File: src/rtl/div_unit.sv
// Multi-cycle restoring radix-2 divider for DIV/DIVU; one quotient bit per clock.
// result_o = {remainder, quotient}, valid while ready_o is high.
module div_unit #(
   parameter int WIDTH = 32,
   parameter int CNT_W = 6
) (
   input  logic               clk,
   input  logic               rst,
   input  logic               signed_div_i,
   input  logic [WIDTH-1:0]   opdata1_i,
   input  logic [WIDTH-1:0]   opdata2_i,
   input  logic               start_i,
   input  logic               annul_i,
   output logic [2*WIDTH-1:0] result_o,
   output logic               ready_o
);

   typedef enum logic [1:0] {FREE, BYZERO, ON, END} state_t;

   state_t             state;
   logic [CNT_W-1:0]   cnt;
   logic [WIDTH-1:0]   dvd;   // dividend bits shift out the top, quotient bits shift in the bottom
   logic [WIDTH-1:0]   dsr;
   logic [WIDTH-1:0]   rem;
   logic               neg_q;
   logic               neg_r;

   logic [WIDTH-1:0]   a_abs, b_abs;
   logic [WIDTH:0]     trial;
   logic [WIDTH-1:0]   q_fix, r_fix;

   always_comb begin
      a_abs = (signed_div_i && opdata1_i[WIDTH-1]) ? -opdata1_i : opdata1_i;
      b_abs = (signed_div_i && opdata2_i[WIDTH-1]) ? -opdata2_i : opdata2_i;
      // rem < dsr always holds, so the WIDTH+1 bit difference is negative iff its top bit is set
      trial = {rem, dvd[WIDTH-1]} - {1'b0, dsr};
      q_fix = neg_q ? -dvd : dvd;
      r_fix = neg_r ? -rem : rem;
   end

   always_ff @(posedge clk or negedge rst) begin
      if (!rst) begin
         state    <= FREE;
         cnt      <= '0;
         dvd      <= '0;
         dsr      <= '0;
         rem      <= '0;
         neg_q    <= 1'b0;
         neg_r    <= 1'b0;
         result_o <= '0;
         ready_o  <= 1'b0;
      end else begin
         case (state)
            FREE: begin
               ready_o  <= 1'b0;
               result_o <= '0;
               if (start_i && !annul_i) begin
                  dvd   <= a_abs;
                  dsr   <= b_abs;
                  rem   <= '0;
                  cnt   <= '0;
                  neg_q <= signed_div_i && (opdata1_i[WIDTH-1] ^ opdata2_i[WIDTH-1]);
                  neg_r <= signed_div_i && opdata1_i[WIDTH-1];
                  state <= (opdata2_i == '0) ? BYZERO : ON;
               end
            end
            BYZERO: begin
               if (annul_i) begin
                  state <= FREE;
               end else begin
                  result_o <= '0;
                  ready_o  <= 1'b1;
                  state    <= END;
               end
            end
            ON: begin
               if (annul_i) begin
                  state <= FREE;
               end else if (cnt == CNT_W'(WIDTH)) begin
                  result_o <= {r_fix, q_fix};
                  ready_o  <= 1'b1;
                  state    <= END;
               end else begin
                  if (!trial[WIDTH]) begin
                     rem <= trial[WIDTH-1:0];
                     dvd <= {dvd[WIDTH-2:0], 1'b1};
                  end else begin
                     rem <= {rem[WIDTH-2:0], dvd[WIDTH-1]};
                     dvd <= {dvd[WIDTH-2:0], 1'b0};
                  end
                  cnt <= cnt + 1'b1;
               end
            end
            END: begin
               if (!start_i) begin
                  result_o <= '0;
                  ready_o  <= 1'b0;
                  state    <= FREE;
               end
            end
            default: state <= FREE;
         endcase
      end
   end

endmodule

File: config.mk
export PLATFORM = sky130hd
export DESIGN_NAME = div_unit
export DESIGN_NICKNAME = d
export VERILOG_FILES = /design/src/rtl/div_unit.sv
export SDC_FILE = /design/constraint.sdc
export NUM_CORES = 1
export LEC_CHECK = 0
export BUFFER_PORTS_ARGS = -buffer_cell sky130_fd_sc_hd__buf_2
export CAP_MARGIN = 20
export CORE_AREA = 2 2 184 186
export CTS_BUF_LIST = sky130_fd_sc_hd__clkbuf_8
export CTS_CLUSTER_DIAMETER = 120
export CTS_CLUSTER_SIZE = 25
export DETAILED_ROUTE_END_ITERATION = 10
export DIE_AREA = 0 0 186 188
export GPL_TIMING_DRIVEN = 0
export SETUP_SLACK_MARGIN = 0.15
export SYNTH_ARGS = -nofsm -noshare
export SYNTH_HDL_FRONTEND = slang
export SYNTH_SLANG_ARGS = --single-unit
File: constraint.sdc
create_clock -name clk -period 8.7 [get_ports clk]
set_clock_uncertainty 0.05 [all_clocks]
set_input_delay 2.61 -clock clk [delete_from_list [all_inputs] [get_ports clk]]
set_output_delay 2.61 -clock clk [all_outputs]
set_load 0.01 [all_outputs]
==> results of run 1 <==
-- sequential cells by signal (all words and copies together), names as in the netlist --
signal / cells
cnt: 6
dsr: 32
dvd: 32
neg_q: 1
neg_r: 1
ready_o: 1
rem: 32
result_o: 64
state: 2
-- final timing paths --
path	slack, ns	endpoint	depth (start not counted)	startpoint
setup / recovery	3.92	dvd[25]$_DFFE_PN0P_	9	opdata1_i[4]
hold / removal	0.43	result_o[15]$_DFFE_PN0P_	2	result_o[15]$_DFFE_PN0P_
setup reg to reg	4.66	rem[18]$_DFFE_PN0P_	12	dvd[31]$_DFFE_PN0P_
hold reg to reg	0.43	result_o[15]$_DFFE_PN0P_	2	result_o[15]$_DFFE_PN0P_
max in group asynchronous	5.65	result_o[17]$_DFFE_PN0P_	2	rst
min in group asynchronous	1.98	state[0]$_DFFE_PN0P_	1	rst
-- layout by cell type, fill, tap and decap left out, types with 4 or more instances in the layout --
cell type / count
sky130_fd_sc_hd__inv_6: 4
sky130_fd_sc_hd__ha_1: 42
sky130_fd_sc_hd__o21ai_0: 180
sky130_fd_sc_hd__inv_1: 57
sky130_fd_sc_hd__and3_1: 9
sky130_fd_sc_hd__or2_2: 5
sky130_fd_sc_hd__o21bai_1: 6
sky130_fd_sc_hd__o31ai_1: 26
sky130_fd_sc_hd__nor2b_1: 4
sky130_fd_sc_hd__clkbuf_1: 66
sky130_fd_sc_hd__buf_2: 135
sky130_fd_sc_hd__nand2_1: 227
sky130_fd_sc_hd__nor3_1: 22
sky130_fd_sc_hd__a22oi_1: 9
sky130_fd_sc_hd__a21o_1: 13
sky130_fd_sc_hd__nand2b_1: 10
sky130_fd_sc_hd__xnor2_1: 58
sky130_fd_sc_hd__a211oi_1: 7
sky130_fd_sc_hd__clkbuf_8: 17
sky130_fd_sc_hd__buf_1: 4
sky130_fd_sc_hd__nor4_1: 8
sky130_fd_sc_hd__o41ai_1: 16
sky130_fd_sc_hd__xor2_1: 88
sky130_fd_sc_hd__nand3_1: 66
sky130_fd_sc_hd__or4_1: 13
sky130_fd_sc_hd__and2_1: 5
sky130_fd_sc_hd__nand3b_1: 7
sky130_fd_sc_hd__nand4_1: 14
sky130_fd_sc_hd__a32oi_1: 9
sky130_fd_sc_hd__nor2_1: 64
sky130_fd_sc_hd__a31oi_1: 16
sky130_fd_sc_hd__or3_1: 14
sky130_fd_sc_hd__a21oi_1: 83
sky130_fd_sc_hd__dfrtp_1: 171
sky130_fd_sc_hd__o311ai_0: 9
-- per-stage QoR --
step	worst slack, ns	power [uW]	hold slack (ns)
5_1_grt	3.65	5890	0.463
6_report	3.92	5380	0.433
2_1_floorplan	4.06	3730	0.400
3_3_place_gp	2.20	4740	0.409
3_5_place_dp	3.46	4780	0.414
4_1_cts	3.97	5380	0.436
-- logic make-up (layout without fill, tap and decap cells) --
family / count (synthesis) / in the layout / share of synthesized area
xor gates and xnor gates: 147 / 147 / 0.114
adders and majority gates: 43 / 43 / 0.0480
and+or+nand+nor: 482 / 482 / 0.199
AOI/OAI and AO/OA: 404 / 404 / 0.217
muxes: 2 / 2 / 0.00176
DFF: 171 / 171 / 0.377
buffers and inverters: 130 / 296 / 0.0440
-- metal layers --
metal / track usage / share of wire / wire (um) / vias up
met5: 0 / 0 / 0 / -
met1: 0.285 / 0.49 / 16600 / 4978
met2: 0.305 / 0.44 / 15100 / 254
met3: 0.0289 / 0.049 / 1690 / 33
li1: - / - / - / 5204
met4: 0.0633 / 0.021 / 731 / 0
-- area by class of cell --
cell class / instances / area, um2 / area share
inverters: 56 / 210 / 0.0161
clock inverters: 15 / 165 / 0.0127
clock buffers: 17 / 234 / 0.0180
well taps: 448 / 561 / 0.0431
multi-input cells: 1078 / 6580 / 0.505
plain buffers: 74 / 289 / 0.0222
flip-flops and latches: 171 / 4280 / 0.329
repair buffers: 134 / 703 / 0.0540
-- where the power goes --
| group | internal (uW) | total [uW] | switching (uW) |
|---|---|---|---|
| Combinational | 1190 | 3270 | 2080 |
| Sequential | 1120 | 1510 | 389 |
| Clock | 262 | 589 | 327 |
-- critical path, cell delays in order --
cell                      delay (ns)
sky130_fd_sc_hd__buf_2          0.14
sky130_fd_sc_hd__nor4_1         0.71
sky130_fd_sc_hd__nand4_1        0.36
sky130_fd_sc_hd__nor4_1         0.53
sky130_fd_sc_hd__and2_1         0.29
sky130_fd_sc_hd__nor2_1         0.07
sky130_fd_sc_hd__xor2_1         0.19
sky130_fd_sc_hd__mux2i_1        0.09
sky130_fd_sc_hd__o21ai_0        0.14
==> impl_summary.txt, run 1 <==
----------------------------------------------------
[Synthesis]
  Post-synth net total ... 1491
  Post-synthesis cell type with the largest combined area ... sky130_fd_sc_hd__dfrtp_1
  Netlist area before placement ... 11400 um2
  Unique cell type count in the Yosys netlist ... 66
  Post-synth EDFFs ... 0
  Synth top area share ... 0.377
  Async SR Flop Fraction ... 1.00
  Most common flop cell mapped by yosys ... sky130_fd_sc_hd__dfrtp_1
  Post-Synthesis Cells ... 1379
  Most frequent cell after synthesis ... sky130_fd_sc_hd__nand2_1
  Most common library cells after synthesis ... 227 x sky130_fd_sc_hd__nand2_1, 180 x sky130_fd_sc_hd__o21ai_0, 171 x sky130_fd_sc_hd__dfrtp_1
  Average cell area after synthesis ... 8.24 um2
  Yosys warning count ... 0
  Proportion of synthesized chip area in sequential cells ... 0.377
  Total of flip-flops plus latches after synthesis ... 171
  Cell types with the largest area share after synthesis ... sky130_fd_sc_hd__dfrtp_1 38%, sky130_fd_sc_hd__o21ai_0 7.9%, sky130_fd_sc_hd__nand2_1 7.5%

[Timing]
  Final Critical Period ... 4.78 ns
  Normalized max-slew margin ... 0.460
  Share of the clock period used by the worst path ... 0.550
  Number of slew-limit violations in the final report ... 0
  Total negative setup slack ... 0 ns
  Hold Violations, Final ... 0
  Unrepaired setup endpoints after global routing ... false
  Slew at the pin with the worst max-slew slack ... 0.807 ns
  Highest achievable clock rate ... 209 MHz
  Number of setup violations in the final report ... 0

[CTS]
  TritonCTS buffer count ... 17
  Clock Tree Buf Depth ... 2
  Clk pin slew, worst setup/hold paths ... 0.10 ns
  Root buffer cell ... sky130_fd_sc_hd__clkbuf_8
  TritonCTS clock tree ... built
  CTS sink count ... 171
  Post-cts hold buffer count ... 0
  Worst-Skew Late Latency ... 0.47 ns
  Post-CTS Repair Setup Buffers ... 0
  Gates resized, CTS repair ... 0
  H-Tree Level Count ... 4

[Pwr]
  Leakage power figure ... 0.00573 uW
  Power density relative to cell area ... 413 nW/um2
  Worst voltage drop across the vdd grid ... 185 uV

[Final layout]
  Net count reported at finish ... 1644
  Layout cell share with drive strength beyond 1 ... 0.123
  Filler Cell Count ... 3457
  Count of non-filler cells in the finished layout ... 1993
  Relative area change from synthesis to final layout ... 14.6%
  Final Util ... 0.393
  Antenna cell count ... 0
  Cell area after layout ... 13000 um2

[Setup path]
  Critical path class ... input port to flop
  CP Launch Type ... input port
  Required time of the worst setup path ... 9.05 ns
  Signal arrival time at the worst endpoint ... 5.13 ns
  Max Fanout on Critical Path ... 6
  Endpoint type of the worst setup path ... flop

[Routing]
  Final routed wirelength across all metal layers ... 34.1 mm
  Antenna-violating nets left ... 0
  Avg WL per Cell ... 17.1 um
  DRT iter0 DRCs ... 727
  DRC violations left ... 0
  Detailed-route vias per instance ... 5.25
  Number of iterations in the first detailed-routing pass ... 5
  Number of vias after detailed routing ... 10500

[Global routing]
  Global-route total usage across every layer ... 0.198
  Antenna violations before repair ... 0
  Grt total ovfl ... 0
  Global-route wire length before repair ... 54.7 mm
  Maximum number of pins on one net before global-route repair ... 126
  Number of global-route vias before repair ... 10100

[Floorplan]
  Placeable Area ... 33100 um2
  Die Area ... 35000 um2
  Total number of placement rows ... 67
  Starting utilization of the core area ... 0.343
  Height of the chip ... 188 um
  Die width ... 186 um
  I/O pin count ... 134

[Outcome]
  Status ... finished clean

[Run]
  Max_cap viols ... 0

[Placement]
  GP Congestion ... 0.914
  Placed standard-cell area ... 12600 um2
  DP HPWL ... 27.2 mm
  IO Port Bufs ... 133
  Cells after DPL ... 1961

[Min path]
  Class of the tightest hold or removal check ... flop to flop

----------------------------------------------------
(Power assumes the default switching activity.)
==> inputs of run 2 (changes only) <==
clock period = 3.95 ns   (was 8.7 ns; I/O delays follow)
==> run 2 against run 1 <==
Effect of this change: die area unchanged; largest power group unchanged; clock-buffer cell count stayed put; utilization increased by 0.14 points; via count is essentially flat.
==> impl_summary.txt, run 2 (synthesis results as in run 1) <==
----------------------------------------------------
[Setup path]
  Max Fanout on Critical Path ... 10
  Critical path class ... flop to flop
  Launch point of the worst reg-to-reg path ... dvd[31]$_DFFE_PN0P_
  Endpoint type of the worst setup path ... flop
  Length in cells of the worst reg-to-reg path ... 12
  RR Endpoint ... rem[0]$_DFFE_PN0P_
  CP Launch Type ... flop
  Beginning of the critical path ... dvd[31]$_DFFE_PN0P_
  Required time of the worst setup path ... 4.27 ns
  Signal arrival time at the worst endpoint ... 3.87 ns
  Flop2flop setup slack ... 0.40 ns

[Timing]
  Highest achievable clock rate ... 281 MHz
  Hold Violations, Final ... 0
  Number of setup violations in the final report ... 0
  Slew at the pin with the worst max-slew slack ... 0.790 ns
  Total negative setup slack ... 0 ns
  Share of the clock period used by the worst path ... 0.900
  Final Critical Period ... 3.55 ns
  Number of slew-limit violations in the final report ... 0
  Unrepaired setup endpoints after global routing ... false
  Hold WS ... 0.432 ns
  Smallest setup slack after layout ... 0.396 ns
  Normalized max-slew margin ... 0.468

[Routing]
  Number of vias after detailed routing ... 10500
  WL met2 ... 15.1 mm
  Number of iterations in the first detailed-routing pass ... 6
  DRT iter0 DRCs ... 745
  Met1 Routed Length ... 16.6 mm
  Antenna-violating nets left ... 0
  DRC violations left ... 0
  Routed wire length on met3 ... 1.71 mm
  Final routed wirelength across all metal layers ... 34.1 mm
  Highest routed layer ... met4
  Detailed-route vias per instance ... 5.25
  Avg WL per Cell ... 17.1 um

[Min path]
  Class of the tightest hold or removal check ... flop to flop
  Worst hold stages ... 2
  Worst min-delay path endpoint ... result_o[5]$_DFFE_PN0P_
  Startpoint of the tightest hold check path ... result_o[5]$_DFFE_PN0P_

[CTS]
  Worst-Skew Late Latency ... 0.47 ns
  CTS sink count ... 171
  Clk pin slew, worst setup/hold paths ... 0.10 ns
  Clock Tree Buf Depth ... 2
  TritonCTS buffer count ... 17
  H-Tree Level Count ... 4
  TritonCTS clock tree ... built
  Root buffer cell ... sky130_fd_sc_hd__clkbuf_8

[Floorplan]
  Total number of placement rows ... 67
  Die width ... 186 um
  Placeable Area ... 33100 um2
  I/O pin count ... 134
  Starting utilization of the core area ... 0.343
  Height of the chip ... 188 um
  Die Area ... 35000 um2

[Final layout]
  Antenna cell count ... 0
  Number of flip-flops in the largest register ... 64
  Commonest cells after routing, fill and taps aside ... 227 x sky130_fd_sc_hd__nand2_1, 180 x sky130_fd_sc_hd__o21ai_0, 171 x sky130_fd_sc_hd__dfrtp_1, 137 x sky130_fd_sc_hd__buf_2, 87 x sky130_fd_sc_hd__xor2_1
  Register ranked first by flip-flop count ... result_o
  Leading cell type in the layout, fill and taps excluded ... sky130_fd_sc_hd__nand2_1
  Layout cell share with drive strength beyond 1 ... 0.129
  Final Util ... 0.395
  Relative area change from synthesis to final layout ... 15.0%
  Net count reported at finish ... 1646

[Pwr]
  Power consumption ... 11900 uW
  Power density relative to cell area ... 912 nW/um2
  Leakage power figure ... 0.00576 uW
  Worst voltage drop across the vdd grid ... 435 uV

[Outcome]
  Status ... finished clean

[Global routing]
  Grt total ovfl ... 0
  Global-route wire length before repair ... 54.6 mm
  Antenna violations before repair ... 0
  Maximum number of pins on one net before global-route repair ... 126
  Number of global-route vias before repair ... 10100
  Global-route total usage across every layer ... 0.198

[Placement]
  IO Port Bufs ... 133
  Placement-stage worst setup slack ... -0.0517 ns
  GP Congestion ... 0.914
  DP HPWL ... 27.2 mm

[Run]
  Max_cap viols ... 0

----------------------------------------------------
[run 2: cell types whose count changed in the layout (fill, tap and decap cells not counted), sizes merged]
cell    delta
clkbuf     -2
buf        +4
[run 2: stage by stage]
stage	area [um2]	instances
2_1_floorplan	11400	1379
3_3_place_gp	12600	1960
3_5_place_dp	12600	1961
4_1_cts	13000	1993
5_1_grt	13100	1995
6_report	13100	1995
[run 2: final cells by class]
type	instances	area, um2
fillers	3456	20000
well taps	448	561
inverters	56	210
multi-input cells	1078	6610
flip-flops and latches	171	4280
repair buffers	136	718
clock inverters	15	165
plain buffers	74	294
clock buffers	17	234
[run 2: worst max-delay path: stages, from the launching register on]
cell                       delay, ns
sky130_fd_sc_hd__dfrtp_1        0.49
sky130_fd_sc_hd__inv_1          0.17
sky130_fd_sc_hd__ha_1           0.27
sky130_fd_sc_hd__fa_1           0.38
sky130_fd_sc_hd__nand2b_1       0.21
sky130_fd_sc_hd__a21oi_2        0.22
sky130_fd_sc_hd__o21ai_0        0.18
sky130_fd_sc_hd__a21oi_2        0.30
sky130_fd_sc_hd__a31o_2         0.29
sky130_fd_sc_hd__xnor2_2        0.21
sky130_fd_sc_hd__clkbuf_2       0.33
sky130_fd_sc_hd__nand2_1        0.09
sky130_fd_sc_hd__a32o_1         0.25
[run 2: worst max-delay path by stage]
stage	to	slack, ns	depth (start not counted)
3_3_place_gp	result_o[39]$_DFFE_PN0P_	-1.13	1
2_1_floorplan	dsr[19]$_DFFE_PN0P_	0.73	7
5_1_grt	rem[15]$_DFFE_PN0P_	0.20	11
4_1_cts	rem[15]$_DFFE_PN0P_	0.13	12
3_5_place_dp	rem[18]$_DFFE_PN0P_	-0.05	12
6_report	rem[0]$_DFFE_PN0P_	0.40	12
[run 2: layer usage]
layer,global-route usage,vias up
li1,-,5215
met1,0.285,4959
met2,0.305,267
met3,0.0289,35
met4,0.0633,0
met5,0,-
[run 2: timing repair]
action                                  CTS  global route
setup buffers                             0             2
resized for setup                         3             9
pin swaps                                 0             1
endpoints found under the setup margin   21            33
hold buffers                              0             0
[run 2: where the power goes]
| part | leakage, uW | internal, uW | switching [uW] |
|---|---|---|---|
| clock | 0.000206 | 578 | 713 |
| sequential | 0.00221 | 2480 | 858 |
| combinational | 0.00334 | 2690 | 4610 |
==> inputs of run 3 (changes only) <==
BUFFER_PORTS_ARGS = -buffer_cell sky130_fd_sc_hd__buf_4   (was -buffer_cell sky130_fd_sc_hd__buf_2)
SKIP_LAST_GASP = 1   (was not set)
==> run 3 against run 2 <==
Effect of this change: combinational power is 1% higher; routed wire length is 0.31% lower; worst hold slack hardly changed; via count is 0.32% lower; sequential share of layout area is 0.70 points lower; design area is 2.2% higher; maximum frequency is 0.32% lower; register-to-register slack hardly changed; clock power is 5% lower; cell count is 0.10% lower.
==> impl_summary.txt, run 3 (synthesis results as in run 1) <==
----------------------------------------------------
[Outcome]
  Status ... finished clean

[Setup path]
  Required time of the worst setup path ... 4.25 ns
  Critical path class ... flop to flop
  CP Launch Type ... flop
  Length in cells of the worst reg-to-reg path ... 12
  Endpoint type of the worst setup path ... flop
  Signal arrival time at the worst endpoint ... 3.87 ns
  Launch point of the worst reg-to-reg path ... dvd[31]$_DFFE_PN0P_
  Max Fanout on Critical Path ... 10
  RR Endpoint ... rem[0]$_DFFE_PN0P_
  Flop2flop setup slack ... 0.38 ns

[Timing]
  Highest achievable clock rate ... 281 MHz
  Number of slew-limit violations in the final report ... 0
  Unrepaired setup endpoints after global routing ... false
  Slew at the pin with the worst max-slew slack ... 0.882 ns
  Share of the clock period used by the worst path ... 0.903
  Number of setup violations in the final report ... 0
  Normalized max-slew margin ... 0.404
  Final Critical Period ... 3.57 ns
  Hold Violations, Final ... 0
  Total negative setup slack ... 0 ns

[Floorplan]
  Placeable Area ... 33100 um2
  I/O pin count ... 134
  Height of the chip ... 188 um
  Total number of placement rows ... 67
  Die width ... 186 um
  Die Area ... 35000 um2
  Starting utilization of the core area ... 0.343

[Final layout]
  Leading cell type in the layout, fill and taps excluded ... sky130_fd_sc_hd__nand2_1
  Register ranked first by flip-flop count ... result_o
  Layout cell share with drive strength beyond 1 ... 0.127
  Cell area after layout ... 13400 um2
  Commonest cells after routing, fill and taps aside ... 227 x sky130_fd_sc_hd__nand2_1, 180 x sky130_fd_sc_hd__o21ai_0, 171 x sky130_fd_sc_hd__dfrtp_1, 132 x sky130_fd_sc_hd__buf_4, 87 x sky130_fd_sc_hd__xor2_1
  Number of flip-flops in the largest register ... 64
  Net count reported at finish ... 1644
  Antenna cell count ... 0
  Relative area change from synthesis to final layout ... 17.6%

[Min path]
  Class of the tightest hold or removal check ... flop to flop
  Startpoint of the tightest hold check path ... dsr[5]$_DFFE_PN0P_
  Worst min-delay path endpoint ... dsr[5]$_DFFE_PN0P_
  Worst hold stages ... 2

[CTS]
  Post-CTS Repair Setup Buffers ... 0
  Gates resized, CTS repair ... 2
  TritonCTS clock tree ... built
  CTS sink count ... 171
  TritonCTS buffer count ... 17
  Worst-Skew Late Latency ... 0.47 ns
  Post-cts hold buffer count ... 0
  Clk pin slew, worst setup/hold paths ... 0.09 ns
  Root buffer cell ... sky130_fd_sc_hd__clkbuf_8
  Clock Tree Buf Depth ... 2
  H-Tree Level Count ... 4

[Placement]
  DP HPWL ... 26.9 mm
  GP Congestion ... 0.890
  Placed standard-cell area ... 13000 um2
  IO Port Bufs ... 133

[Pwr]
  Power consumption ... 11900 uW
  Leakage power figure ... 0.00580 uW
  Power density relative to cell area ... 893 nW/um2
  Worst voltage drop across the vdd grid ... 342 uV

[Global routing]
  Global-route wire length before repair ... 54.3 mm
  Number of global-route vias before repair ... 9964
  Antenna violations before repair ... 0
  Grt total ovfl ... 0
  Global-route total usage across every layer ... 0.197
  Maximum number of pins on one net before global-route repair ... 113

[Routing]
  Avg WL per Cell ... 17.0 um
  Number of vias after detailed routing ... 10400
  DRT iter0 DRCs ... 669
  DRC violations left ... 0
  Detailed-route vias per instance ... 5.24
  Number of iterations in the first detailed-routing pass ... 5
  Final routed wirelength across all metal layers ... 34.0 mm
  Antenna-violating nets left ... 0

[Run]
  Max_cap viols ... 0

----------------------------------------------------
run 3: how the worst max path moves through the flow:
stage | startpoint | end | slack (ns) | cells past startpoint
5_1_grt | dvd[31]$_DFFE_PN0P_ | rem[0]$_DFFE_PN0P_ | 0.18 | 12
3_5_place_dp | dvd[31]$_DFFE_PN0P_ | rem[24]$_DFFE_PN0P_ | -0.05 | 12
6_report | dvd[31]$_DFFE_PN0P_ | rem[0]$_DFFE_PN0P_ | 0.38 | 12
4_1_cts | dvd[31]$_DFFE_PN0P_ | rem[24]$_DFFE_PN0P_ | 0.16 | 12
2_1_floorplan | opdata2_i[4] | dsr[19]$_DFFE_PN0P_ | 0.73 | 7
3_3_place_gp | dvd[31]$_DFFE_PN0P_ | rem[18]$_DFFE_PN0P_ | -0.02 | 12
run 3: area by class of cell:
| class | instances | area, um2 |
|---|---|---|
| clock inverter | 14 | 121 |
| inverter | 56 | 210 |
| clock buffer | 18 | 248 |
| multi-input combinational | 1078 | 6610 |
| sequential | 171 | 4280 |
| timing repair buffer | 134 | 1030 |
| fill | 3462 | 19800 |
| buffer | 74 | 294 |
| tap | 448 | 561 |
run 3: power by group:
part / switching [uW] / leakage (uW) / internal [uW]
Sequential: 865 / 0.00221 / 2480
Clock: 700 / 0.000190 / 517
Combinational: 4570 / 0.00340 / 2790
Total: 6130 / 0.00580 / 5790
run 3: worst max-delay path, cell delays in order, from the launching register on:
cell,delay (ns)
sky130_fd_sc_hd__dfrtp_1,0.48
sky130_fd_sc_hd__inv_1,0.15
sky130_fd_sc_hd__ha_1,0.26
sky130_fd_sc_hd__fa_1,0.38
sky130_fd_sc_hd__nand2b_1,0.22
sky130_fd_sc_hd__a21oi_2,0.23
sky130_fd_sc_hd__o21ai_0,0.19
sky130_fd_sc_hd__a21oi_2,0.28
sky130_fd_sc_hd__a31o_2,0.31
sky130_fd_sc_hd__xnor2_2,0.22
sky130_fd_sc_hd__clkbuf_2,0.32
sky130_fd_sc_hd__nand2_1,0.09
sky130_fd_sc_hd__a32o_1,0.26
run 3: through the flow:
stage	std cells	hold WS, ns	utilization	worst slack, ns
2_1_floorplan	1379	0.400	-	0.733
3_3_place_gp	1960	0.413	0.390	-0.0211
3_5_place_dp	1961	0.421	0.391	-0.0455
4_1_cts	1993	0.441	0.403	0.158
5_1_grt	1993	0.460	0.403	0.180
6_report	1993	0.432	0.403	0.385
run 3: per-layer routing:
metal,share of wire,global-route usage
met4,0.017,0.0542
met5,0,0
met1,0.49,0.291
met2,0.44,0.303
met3,0.048,0.0231
